### src/rtl/pc_seq_lut.sv
// Program counter sequencer with a writable jump table (absolute/relative entries).
// Optional link register for call/return is enabled by defining PC_SEQ_LUT_LINK_EN.
module pc_seq_lut #(
    parameter int PC_W      = 8,
    parameter int LUT_DEPTH = 8,
    localparam int PTR_W    = $clog2(LUT_DEPTH)
) (
    input  logic             clk,
    input  logic             rst_n,
    input  logic             start,
    input  logic             halt_req,
    input  logic             branch_en,
    input  logic [PTR_W-1:0] ptr,
    input  logic             lut_we,
    input  logic [PTR_W-1:0] lut_waddr,
    input  logic [PC_W-1:0]  lut_wdata,
    input  logic             lut_wabs,
    input  logic             call_en,
    input  logic             ret_en,
    output logic [PC_W-1:0]  pc,
    output logic             running,
    output logic             halted
);

    localparam logic [PC_W-1:0] ONE = PC_W'(1);

    typedef enum logic [1:0] {
        IDLE,
        RUN,
        HALT
    } state_t;

    state_t          state, state_n;
    logic [PC_W-1:0] pc_n;
    logic [PC_W-1:0] pc_inc;
    logic [PC_W-1:0] rd_tgt;
    logic [PC_W-1:0] br_pc;

    logic [PC_W-1:0]      tgt [LUT_DEPTH];
    logic [LUT_DEPTH-1:0] absm;

    // Reset leaves every entry as "relative +1", i.e. a plain step.
    always_ff @(posedge clk or negedge rst_n) begin
        if (!rst_n) begin
            for (int i = 0; i < LUT_DEPTH; i++) begin
                tgt[i] <= ONE;
            end
            absm <= '0;
        end else if (lut_we) begin
            tgt[lut_waddr]  <= lut_wdata;
            absm[lut_waddr] <= lut_wabs;
        end
    end

    assign pc_inc = pc + ONE;
    assign rd_tgt = tgt[ptr];
    assign br_pc  = absm[ptr] ? rd_tgt : pc + rd_tgt;

`ifdef PC_SEQ_LUT_LINK_EN
    logic [PC_W-1:0] link, link_n;

    always_ff @(posedge clk or negedge rst_n) begin
        if (!rst_n) begin
            link <= '0;
        end else begin
            link <= link_n;
        end
    end
`else
    logic unused_link_ctl;
    assign unused_link_ctl = call_en ^ ret_en;
`endif

    always_ff @(posedge clk or negedge rst_n) begin
        if (!rst_n) begin
            state <= IDLE;
            pc    <= '0;
        end else begin
            state <= state_n;
            pc    <= pc_n;
        end
    end

    always_comb begin
        state_n = state;
        pc_n    = pc;
`ifdef PC_SEQ_LUT_LINK_EN
        link_n  = link;
`endif
        if (start) begin
            state_n = RUN;
            pc_n    = '0;
        end else begin
            unique case (state)
                IDLE: ;
                RUN: begin
                    if (halt_req) begin
                        state_n = HALT;
`ifdef PC_SEQ_LUT_LINK_EN
                    end else if (ret_en) begin
                        pc_n = link;
`endif
                    end else if (branch_en) begin
                        pc_n = br_pc;
`ifdef PC_SEQ_LUT_LINK_EN
                        if (call_en) begin
                            link_n = pc_inc;
                        end
`endif
                    end else begin
                        pc_n = pc_inc;
                    end
                end
                HALT: ;
                default: state_n = IDLE;
            endcase
        end
    end

    assign running = (state == RUN);
    assign halted  = (state == HALT);

endmodule

### config.mk
export PLATFORM = sky130hd
export DESIGN_NAME = pc_seq_lut
export DESIGN_NICKNAME = d
export VERILOG_FILES = /design/src/rtl/pc_seq_lut.sv
export SDC_FILE = /design/constraint.sdc
export NUM_CORES = 1
export LEC_CHECK = 0
export ABC_CLOCK_PERIOD_IN_PS = 3250
export CORE_MARGIN = 2
export CORE_UTILIZATION = 55
export DETAILED_ROUTE_END_ITERATION = 8
export PLACE_DENSITY = 0.76
export SLEW_MARGIN = 20
export SYNTH_ARGS = -nofsm -noshare
export SYNTH_HDL_FRONTEND = slang
export SYNTH_SLANG_ARGS = --single-unit
### constraint.sdc
create_clock -name clk -period 3.25 [get_ports clk]
set_input_delay 0.975 -clock clk [delete_from_list [all_inputs] [get_ports clk]]
set_output_delay 0.975 -clock clk [all_outputs]
set_load 0.01 [all_outputs]
# Word-level counts from Yosys, hierarchy flattened
# Index checks and enable logic that the tools add are counted.
dict set report totals {
  input_bits 23
  ff_bits 82
}
dict set report op_classes {
  addsub 2
  reduce_logical 7
  n_eq_ne 5
  n_mux 19
  order_cmp 6
  n_bitwise 2
}
# operator n
set ops {}
lappend ops {{$bwmux 64} 1}
lappend ops {{$mux 8} 8}
lappend ops {{$bmux 8 s3} 1}
lappend ops {{$demux 8 s3} 1}
lappend ops {{$add 8x1->8 const B} 1}
lappend ops {{$add 8x8->8} 1}
lappend ops {{$bwmux 8} 1}
lappend ops {{$ge 4x4->1 const B} 2}
lappend ops {{$lt 3x4->1 const B} 2}
lappend ops {{$not 3->4} 2}
lappend ops {{$lt 4x1->1 const B} 1}
lappend ops {{$mux 2} 2}
lappend ops {{$pmux 2 s2} 1}
lappend ops {{$reduce_and 2->1} 2}
lappend ops {{$bmux 1 s3} 1}
lappend ops {{$demux 1 s3} 1}
lappend ops {{$ge 3x1->1 const B} 1}
lappend ops {{$ne 3x3->1 const B} 1}
lappend ops {{$eq 2x1->1 const B} 1}
lappend ops {{$eq 2x2->1 const B} 1}
lappend ops {{$logic_and 1x1->1} 2}
lappend ops {{$logic_not 2->1} 1}
lappend ops {{$mux 1} 2}
lappend ops {{$ne 2x1->1 const B} 1}
lappend ops {{3 further kinds} 3}

# Depth between registers and ports, before layout
# Gate-level depths: netlist of the first run.
dict set report depth {
  depth_word 10
  depth_mapped 11
  mapped_depth_nobuf 9
}

# Least setup slack after synthesis of the first run
# OpenSTA, ideal clock, no wires.
dict set report synth_path {
  path_kind {in2reg}
  start {input ptr[0]}
  end {register pc[7]}
  path_stages 10
  arrival_time_ns 3.870
  path_slack_ns -0.716
  path_buffers 2
  setup_ns 0.095
  required_ns 3.155
  path_cell_list {clkbuf_1 > buf_2 > mux4_2 > mux2_2 > ha_1 > and3_1 > a2111oi_0 > nor3b_1 > o31a_1 > o31ai_1}
}
dict set report synth_between {
  elab_chain_len 10
  elab_cells_between_ends 12
}
# item line
set synth_lines {}
lappend synth_lines {{from (decl)} 13} ;# input logic [PTR_W-1:0] ptr,
lappend synth_lines {{$not 3->4 (implied by the code)} 56} ;# assign rd_tgt = tgt[ptr];
lappend synth_lines {{$bmux 8 s3} 56}
lappend synth_lines {{$mux 8 (implied by the code) (2 in series)} 56}
lappend synth_lines {{$add 8x8->8} 57} ;# assign br_pc = absm[ptr] ? rd_tgt : pc + rd_tgt;
lappend synth_lines {{$mux 8 (*)} 57}
lappend synth_lines {{$mux 8 (*)} 103} ;# end else if (branch_en) begin
lappend synth_lines {{$mux 8 (*)} 97} ;# if (halt_req) begin
lappend synth_lines {{$mux 8 (*)} 94} ;# unique case (state)
lappend synth_lines {{$mux 8 (*)} 90} ;# if (start) begin
lappend synth_lines {{to (signal assigned)} 80} ;# pc <= pc_n;
lappend synth_lines {{to (decl)} 20} ;# output logic [PC_W-1:0] pc,
# Every way passes the cells marked *; elsewhere a longest branch is shown, timed or not. The select of a mux whose other input is x is not followed.
# A chain may end at the register's enable or synchronous reset.

# Worst setup path in the final report of the first run
# Same ends and word-level chain as after synthesis.

==> results.toml, run 1 <==
[critical_path]
critPathCaptureType = "flop"
startpoint = "ptr[0]"
r2r_slack_ps = 530
cp_slowest_cell = "mux4_2"
crit_end = "pc[7]$_DFFE_PN0P_"
cp.required_ps = 3510
r2r_cells = 8
critPathKind = "in2reg"
crit_chain = "buf_8 > buf_12 > mux4_2 > mux2_4 > ha_4 > or3_4 > a2111oi_4 > nor3b_2 > o31a_1 > o31ai_1"
crit_arrival_ps = 3430
critPathLaunchType = "primary input"
r2r-end = "pc[7]$_DFFE_PN0P_"
crit_fanout = 6
cpLargestDelayFamily = "compound AO/OA/AOI/OAI gates"
rr_startpoint = "tgt[45]$_DFFE_PN0P_"
critPathBufInv = 2
cp.depth = 10
cpPeakStageDelay_ps = 490

[placement]
postPlaceCellArea_um2 = 4962
placed_cells = 451
dp_hpwl_mm = 5.904
place_ws_ps = -795.0
port_buffers = 30
place.gp.congestion = 0.7884

[routing]
drt_wl_total_mm = 9.048
vias_per_cell = 5.905
wire_per_inst_um = 19.05
vias = 2805
drt_iter0_markers = 223
dr.pass1.iters = 4
drc = 0
ant_nets = 0

[die]
fp.dieH_um = 91.73
rows = 31
core_area_um2 = 7370
io_pins = 33
dieArea_um2 = 8413
initial_core_util = 0.5744
die_w_um = 91.73

[power]
irDropWorstVdd_uv = 277.1
p_leak_nw = 2.268
power.total_mw = 3.152
powerDensity_nw_per_um2 = 587.5

[sta]
whs_ps = 511.5
rsz0062_at_grt = "no"
worstMarginPinSlew_ps = 962.2
fin_ws_ps = 82.52
max_freq_mhz = 315.7
min_period_ps = 3167
period_share = 0.9746
hold_viol = 0
finalSetupViolations = 0
slew_violations = 0
finalClockSkew_ps = 7.149
slew-limit-headroom = 0.3585

[synth]
ys_types = 51
async_flop_share = 1.000
synth_seq_area_share = 0.4871
ys_ff_latch = 82
synth_nets = 332
netlist_instances = 300
ys.flop_type = "dfrtp_1"
synth_edf_count = 0
synth_area_um2 = 4233
yosysWarnings = 0
syn_area_per_cell_um2 = 14.11

[finish]
final_area_um2 = 5365
antenna_cells = 0
final_nets = 403
drive_gt1_frac = 0.5000
syn_to_final_growth_pct = 26.75
fin_cells = 475
n_fill_cell = 487

[status]
status = "completed"

[global_route]
grt_first_pass_wirelength_mm = 15.02
grt_max_degree = 78
first_global_vias = 2914
antenna_found_initial = 0
grt.overflow.total = 0
track_usage = 0.2316

[clock_tree]
clk_pin_slew_ps = 90
cts_hold_buf = 0
clk_latency_ps = 350
cts_buffers = 9
clockRootBuffer = "clkbuf_8"
clock_sink_count = 82
clockBufferDepth = 2
htree_levels = 3
tritoncts = "built"

[job]
drv_cap = 0

[hold_path]
hold_class = "reg2reg"
## layout make-up
cell class	count	area (um^2)	share of cell area
timing repair buffer	73	674.4	0.1257
clock buffer	9	123.9	0.02309
clock inverter	7	123.9	0.02309
multi-input combinational	199	2232	0.4160
inverter	6	25.02	0.004664
sequential	82	2062	0.3843
tap	99	123.9	0.02309
## power by group
part | internal [mW] | switching, mW | leakage [nW] | total [mW]
Clock | 0.517 | 0.394 | 0.120 | 0.911
Sequential | 1.24 | 0.122 | 0.986 | 1.36
Combinational | 0.534 | 0.341 | 1.16 | 0.876
Total | 2.29 | 0.857 | 2.27 | 3.15
## synth_stat cells, types with 5 or more instances
library cell  number  area share
mux2_2            79        0.21
dfrtp_1           74        0.44
o21ai_0            5      0.0059
a21oi_1            8      0.0095
ha_1               8       0.024
dfstp_2            8       0.050
nor3b_1            5      0.0089
mux4_1             6       0.037
xnor2_1            5       0.010
mux2i_1            5       0.012
inv_1              5      0.0044
mux4_2            12       0.064
clkbuf_1          10      0.0089
## how the worst min path moves through the flow
stage                              from                  end  slack [ps]  cells after the start
CTS                  tgt[3]$_DFFE_PN0P_   tgt[3]$_DFFE_PN0P_         510                      1
global placement    tgt[22]$_DFFE_PN0P_  tgt[22]$_DFFE_PN0P_         480                      1
global route        absm[4]$_DFFE_PN0P_  absm[4]$_DFFE_PN0P_         520                      1
floorplan           tgt[34]$_DFFE_PN0P_  tgt[34]$_DFFE_PN0P_         470                      1
finish              tgt[12]$_DFFE_PN0P_  tgt[12]$_DFFE_PN0P_         510                      1
detailed placement  tgt[34]$_DFFE_PN0P_  tgt[34]$_DFFE_PN0P_         490                      1
## placed cells by master, fill, tap and decap left out, types with 5 or more instances in the layout
master	instances
mux4_2	17
mux2_4	7
ha_4	6
clkbuf_8	9
mux2_2	72
a21oi_1	7
mux2i_1	5
buf_4	39
inv_1	5
dfrtp_1	74
xnor2_1	5
clkdlybuf4s50_1	26
dfstp_2	8
## cells by family after synthesis
group                      share of synthesized area
buffers and inverters                        0.01981
and+or+nand+nor                              0.06828
DFF                                           0.4871
adders and majority gates                    0.02838
muxes                                         0.3284
xor gates and xnor gates                     0.01241
AOI/OAI and AO/OA                            0.05557
## routing by layer
metal | part of all wire | vias up | GRT usage
met3 | 0.038 | 15 | 0.03369
met4 | 0.018 | 0 | 0.07587
met2 | 0.51 | 65 | 0.3909
met1 | 0.43 | 1433 | 0.3110
met5 | 0 | - | 0
li1 | - | 1292 | -
## sequential cells by signal (all words and copies together), names as in the netlist
| register | count |
|---|---|
| absm | 8 |
| pc | 8 |
| state | 2 |
| tgt | 64 |
## through the flow
stage	TNS (ps)	utilization
floorplan	-317.2	-
global placement	-3849	0.6733
detailed placement	-3950	0.6733
CTS	0	0.7260
global route	0	0.7280
finish	0	0.7280
## what timing repair did
action                     in CTS  in global routing
setup buffers                   6                  2
setup endpoints to repair       5                  4
gates cloned                    1                  0
gates resized for setup        31                 13
pin swaps                       5                  8
No activity file was read; power rests on OpenSTA's default activity.
==> run 2: changes to the inputs <==
--- a/config.mk
+++ b/config.mk
@@ -7,9 +7,9 @@
 export LEC_CHECK = 0
 export ABC_CLOCK_PERIOD_IN_PS = 3250
 export CORE_MARGIN = 2
-export CORE_UTILIZATION = 55
+export CORE_UTILIZATION = 58
 export DETAILED_ROUTE_END_ITERATION = 8
-export PLACE_DENSITY = 0.76
+export PLACE_DENSITY = 0.79
 export SLEW_MARGIN = 20
 export SYNTH_ARGS = -nofsm -noshare
 export SYNTH_HDL_FRONTEND = slang
==> run 2 against run 1 <==
Via count rose by 2.2%. Total power shrank 4.5%. Worst hold slack worse by 1.4 ps. Sequential power is essentially flat. Core utilization up 0.85 points. Cell count down 1.1%. Global-route usage is 2.5 points higher. Clock power decreased by 17%. Fmax is 0.83% lower. Worst setup slack got worse by 26 ps. Register-to-register slack is essentially flat. Largest power group unchanged.
==> results.toml, run 2 (synthesis gave the netlist of run 1 again) <==
[finish]
final_cell_mix = "74 x dfrtp_1, 73 x mux2_2, 31 x buf_4"
drive_gt1_frac = 0.4960
top_regs = "tgt: 64 flops, absm: 8 flops, pc: 8 flops"
n_fill_cell = 481
regMostFlops = "tgt"
antenna_cells = 0
fin_cells = 470
largest_reg_flops = 64
final_util = 0.7365
final_common_cell = "dfrtp_1"
final_area_um2 = 5285
syn_to_final_growth_pct = 24.86
final_nets = 398

[sta]
finalClockSkew_ps = 12.39
period_share = 0.9827
rsz0062_at_grt = "yes"
slew-limit-headroom = 0.5111
slew_violations = 0
min_period_ps = 3194
finalSetupViolations = 0
max_freq_mhz = 313.1
fin_ws_ps = 56.17
hold_viol = 0
worstMarginPinSlew_ps = 733.3

[placement]
place_ws_ps = -876.8
port_buffers = 30
dp_hpwl_mm = 6.367
postPlaceCellArea_um2 = 4912
place.gp.congestion = 0.7826
placed_cells = 446

[hold_path]
min_from = "tgt[3]$_DFFE_PN0P_"
hold_end = "tgt[3]$_DFFE_PN0P_"
hold_depth = 1
hold_class = "reg2reg"

[critical_path]
r2r_slack_ps = 520
critPathKind = "in2reg"
r2r_cells = 9
critPathCaptureType = "flop"
crit_fanout = 5
rr_startpoint = "tgt[33]$_DFFE_PN0P_"
critPathLaunchType = "primary input"
r2r-end = "pc[7]$_DFFE_PN0P_"
crit_arrival_ps = 3430
cp.required_ps = 3480

[global_route]
track_usage = 0.2563
grt_first_pass_wirelength_mm = 14.99
antenna_found_initial = 0
first_global_vias = 2947
grt.overflow.total = 0
grt_max_degree = 83

[clock_tree]
cts_buffers = 9
tritoncts = "built"
clock_sink_count = 82
clockBufferDepth = 2
clockRootBuffer = "clkbuf_8"
htree_levels = 3
clk_pin_slew_ps = 80
clk_latency_ps = 350

[routing]
met2_length_mm = 5.013
vias = 2866
highest_layer = "met4"
wire_per_inst_um = 20.10
wl_met1_mm = 3.832
drt_wl_total_mm = 9.446
wl_met3_um = 389
dr.pass1.iters = 5
ant_nets = 0
drc = 0
drt_iter0_markers = 212
vias_per_cell = 6.098

[job]
drv_cap = 0

[power]
irDropWorstVdd_uv = 313.9
p_leak_nw = 2.215
power.total_mw = 3.009
powerDensity_nw_per_um2 = 569.4

[die]
dieArea_um2 = 7998
rows = 31
die_w_um = 89.43
initial_core_util = 0.5899
fp.dieH_um = 89.43
io_pins = 33
core_area_um2 = 7176

[status]
status = "completed"
## run 2: critical path, stage by stage
cell	delay [ps]
buf_8	100
buf_16	120
mux4_2	490
mux2_4	310
ha_4	220
a21o_4	220
a2111oi_4	450
buf_4	180
o21ba_2	150
o31a_1	150
o31ai_2	70
## run 2: cell type report
class | instances | area [um^2] | area share
multi-input combinational | 199 | 2227 | 0.4214
sequential | 82 | 2062 | 0.3902
clock inverter | 5 | 62.56 | 0.01184
inverter | 6 | 25.02 | 0.004735
clock buffer | 11 | 141.4 | 0.02675
tap | 99 | 123.9 | 0.02344
timing repair buffer | 68 | 643.1 | 0.1217
## run 2: stage by stage
| step | TNS, ps | hold slack, ps |
|---|---|---|
| 2_1_floorplan | -317.2 | 470.5 |
| 3_3_place_gp | -3809 | 478.9 |
| 3_5_place_dp | -4227 | 488.2 |
| 4_1_cts | 0 | 506.7 |
| 5_1_grt | -23.01 | 527.1 |
| 6_report | 0 | 510.1 |
## run 2: power by group
group          leakage, nW  switching, mW  internal (mW)
sequential           0.986          0.127           1.24
combinational         1.13          0.354          0.526
clock               0.0962          0.379          0.380
total                 2.22          0.859           2.15
## run 2: how the worst max path moves through the flow
| stage | start | end | slack [ps] | depth (start not counted) |
|---|---|---|---|---|
| 5_1_grt | ptr[0] | pc[7]$_DFFE_PN0P_ | -20 | 10 |
| 3_3_place_gp | ptr[1] | pc[7]$_DFFE_PN0P_ | -780 | 10 |
| 2_1_floorplan | ptr[0] | pc[7]$_DFFE_PN0P_ | -200 | 10 |
| 3_5_place_dp | ptr[0] | pc[7]$_DFFE_PN0P_ | -880 | 10 |
| 4_1_cts | ptr[0] | pc[7]$_DFFE_PN0P_ | 3 | 10 |
| 6_report | ptr[0] | pc[7]$_DFFE_PN0P_ | 60 | 11 |
## run 2: repair_timing
action                     in CTS  in global routing
setup endpoints to repair       5                  3
pin swaps                       7                  6
gates cloned                    1                  0
buffers inserted                6                  1
hold buffers                    0                  0
resized for setup              33                  9
## run 2: routing by layer
metal,vias to the layer above,global-route usage
met5,-,0
met4,0,0.09227
met3,26,0.05355
met2,83,0.4397
met1,1478,0.3226
li1,1279,-
==> run 3: changes to the inputs <==
--- a/config.mk
+++ b/config.mk
@@ -14,3 +14,4 @@
 export SYNTH_ARGS = -nofsm -noshare
 export SYNTH_HDL_FRONTEND = slang
 export SYNTH_SLANG_ARGS = --single-unit
+export TNS_END_PERCENT = 10
==> run 3 against run 2 <==
Core utilization is 0.58 points lower. Worst setup slack worse by 2.6 ps. Combinational power is 0.5% lower. Highest routed layer unchanged. Die area stayed put. Design area is 0.78% lower.
==> results.toml, run 3 (synthesis gave the netlist of run 1 again) <==
[status]
status = "completed"

[sta]
slew-limit-headroom = 0.5130
period_share = 0.9835
hold_viol = 0
min_period_ps = 3196
max_freq_mhz = 312.9
slew_violations = 0
finalClockSkew_ps = 6.957
worstMarginPinSlew_ps = 730.4
finalSetupViolations = 0

[critical_path]
critPathCaptureType = "flop"
critPathLaunchType = "primary input"
cp_slowest_cell = "mux4_2"
cp.required_ps = 3480
crit_arrival_ps = 3420
critPathKind = "in2reg"
cpPeakStageDelay_ps = 500
crit_fanout = 5
crit_chain = "buf_8 > buf_12 > mux4_2 > mux2_4 > ha_4 > or3_4 > a2111oi_4 > buf_4 > o21ba_2 > o31a_1 > o31ai_2"

[clock_tree]
htree_levels = 3
tritoncts = "built"
clockRootBuffer = "clkbuf_8"
cts_buffers = 9
cts_hold_buf = 0
clockBufferDepth = 2
clock_sink_count = 82
clk_latency_ps = 340
clk_pin_slew_ps = 80

[finish]
final_area_um2 = 5244
antenna_cells = 0
n_fill_cell = 477
drive_gt1_frac = 0.4919
final_common_cell = "dfrtp_1"
regMostFlops = "tgt"
top_regs = "tgt: 64 flops, absm: 8 flops, pc: 8 flops"
syn_to_final_growth_pct = 23.88
final_cell_mix = "74 x dfrtp_1, 73 x mux2_2, 32 x buf_4"
fin_cells = 469
largest_reg_flops = 64
final_nets = 397
multi_input_area_um2 = 2216
seq_area_um2 = 2062

[placement]
place.gp.congestion = 0.8171
placed_cells = 446
postPlaceCellArea_um2 = 4918
dp_hpwl_mm = 5.837
port_buffers = 30

[power]
irDropWorstVdd_uv = 336.7
p_leak_nw = 2.206
powerDensity_nw_per_um2 = 548.1

[global_route]
antenna_found_initial = 0
track_usage = 0.2464
grt_first_pass_wirelength_mm = 14.37
grt.overflow.total = 0
grt_max_degree = 83
first_global_vias = 2880

[routing]
vias_per_cell = 5.919
drt_iter0_markers = 122
drc = 0
wire_per_inst_um = 18.66
vias = 2776
ant_nets = 0
dr.pass1.iters = 4
drt_wl_total_mm = 8.751

[job]
drv_cap = 0

[die]
io_pins = 33
dieArea_um2 = 7998
core_area_um2 = 7176
rows = 31
initial_core_util = 0.5899
die_w_um = 89.43
fp.dieH_um = 89.43

[hold_path]
hold_class = "reg2reg"
-- run 3: cell types whose count changed in the layout (fill, tap and decap cells not counted), sizes merged --
cell    change
clkinv      +3
buf         -1
bufinv      -1
clkbuf      -1
inv         -1
-- run 3: path summary, 6_finish.rpt --
path                                     start                   to  slack, ps  cells past startpoint
max reg2reg                tgt[13]$_DFFE_PN0P_    pc[7]$_DFFE_PN0P_        540                      9
max                                     ptr[0]    pc[7]$_DFFE_PN0P_         50                     11
min in group asynchronous                rst_n    pc[4]$_DFFE_PN0P_        650                      1
max in group asynchronous                rst_n  tgt[60]$_DFFE_PN0P_       2080                      1
min reg2reg                tgt[15]$_DFFE_PN0P_  tgt[15]$_DFFE_PN0P_        510                      1
min                        tgt[15]$_DFFE_PN0P_  tgt[15]$_DFFE_PN0P_        510                      1
-- run 3: report_power, final --
group,switching (mW),leakage (nW),internal (mW),total (mW)
registers,0.119,0.986,1.24,1.36
logic,0.343,1.14,0.532,0.875
clock network,0.364,0.0818,0.272,0.637
total,0.826,2.21,2.05,2.87
-- run 3: final cells by class --
cell class | count | share of cell area
inverter | 6 | 0.004772
clock inverter | 6 | 0.006681
timing repair buffer | 67 | 0.1248
clock buffer | 10 | 0.02434
tap | 99 | 0.02362
multi-input combinational | 199 | 0.4226
sequential | 82 | 0.3932
-- run 3: per-layer routing --
layer | wire [um] | vias up | global-route usage
li1 | - | 1277 | -
met1 | 3952 | 1413 | 0.3354
met2 | 4394 | 70 | 0.4027
met3 | 242 | 16 | 0.03601
met4 | 161 | 0 | 0.09769
met5 | 0 | - | 0
-- run 3: timing repair --
action	4_1_cts	5_1_grt
pin swaps	7	6
cloned	1	0
setup endpoints to repair	6	4
resized for setup	32	8
setup buffers	4	2
-- run 3: through the flow --
step / setup TNS, ps / utilization / total power [mW] / hold WS, ps / setup slack [ps]
finish: 0 / 0.7308 / 2.874 / 506.7 / 53.61
global route: -8.236 / 0.7308 / 3.038 / 522.4 / -8.236
CTS: 0 / 0.7224 / 2.865 / 507.8 / 20.94
detailed placement: -4291 / 0.6854 / 2.172 / 488.6 / -831.3
global placement: -4138 / 0.6854 / 2.127 / 478.7 / -823.4
floorplan: -535.5 / - / 1.893 / 470.5 / -195.5
-- run 3: worst max-delay path: cells and delay by family --
| kind | cells | cell delay, ps |
|---|---|---|
| multiplexers | 2 | 800 |
| AO/OA/AOI/OAI | 4 | 710 |
| AND/OR/NAND/NOR | 1 | 390 |
| buffers and inverters | 3 | 380 |
| adder cells (fa/ha/maj) | 1 | 170 |
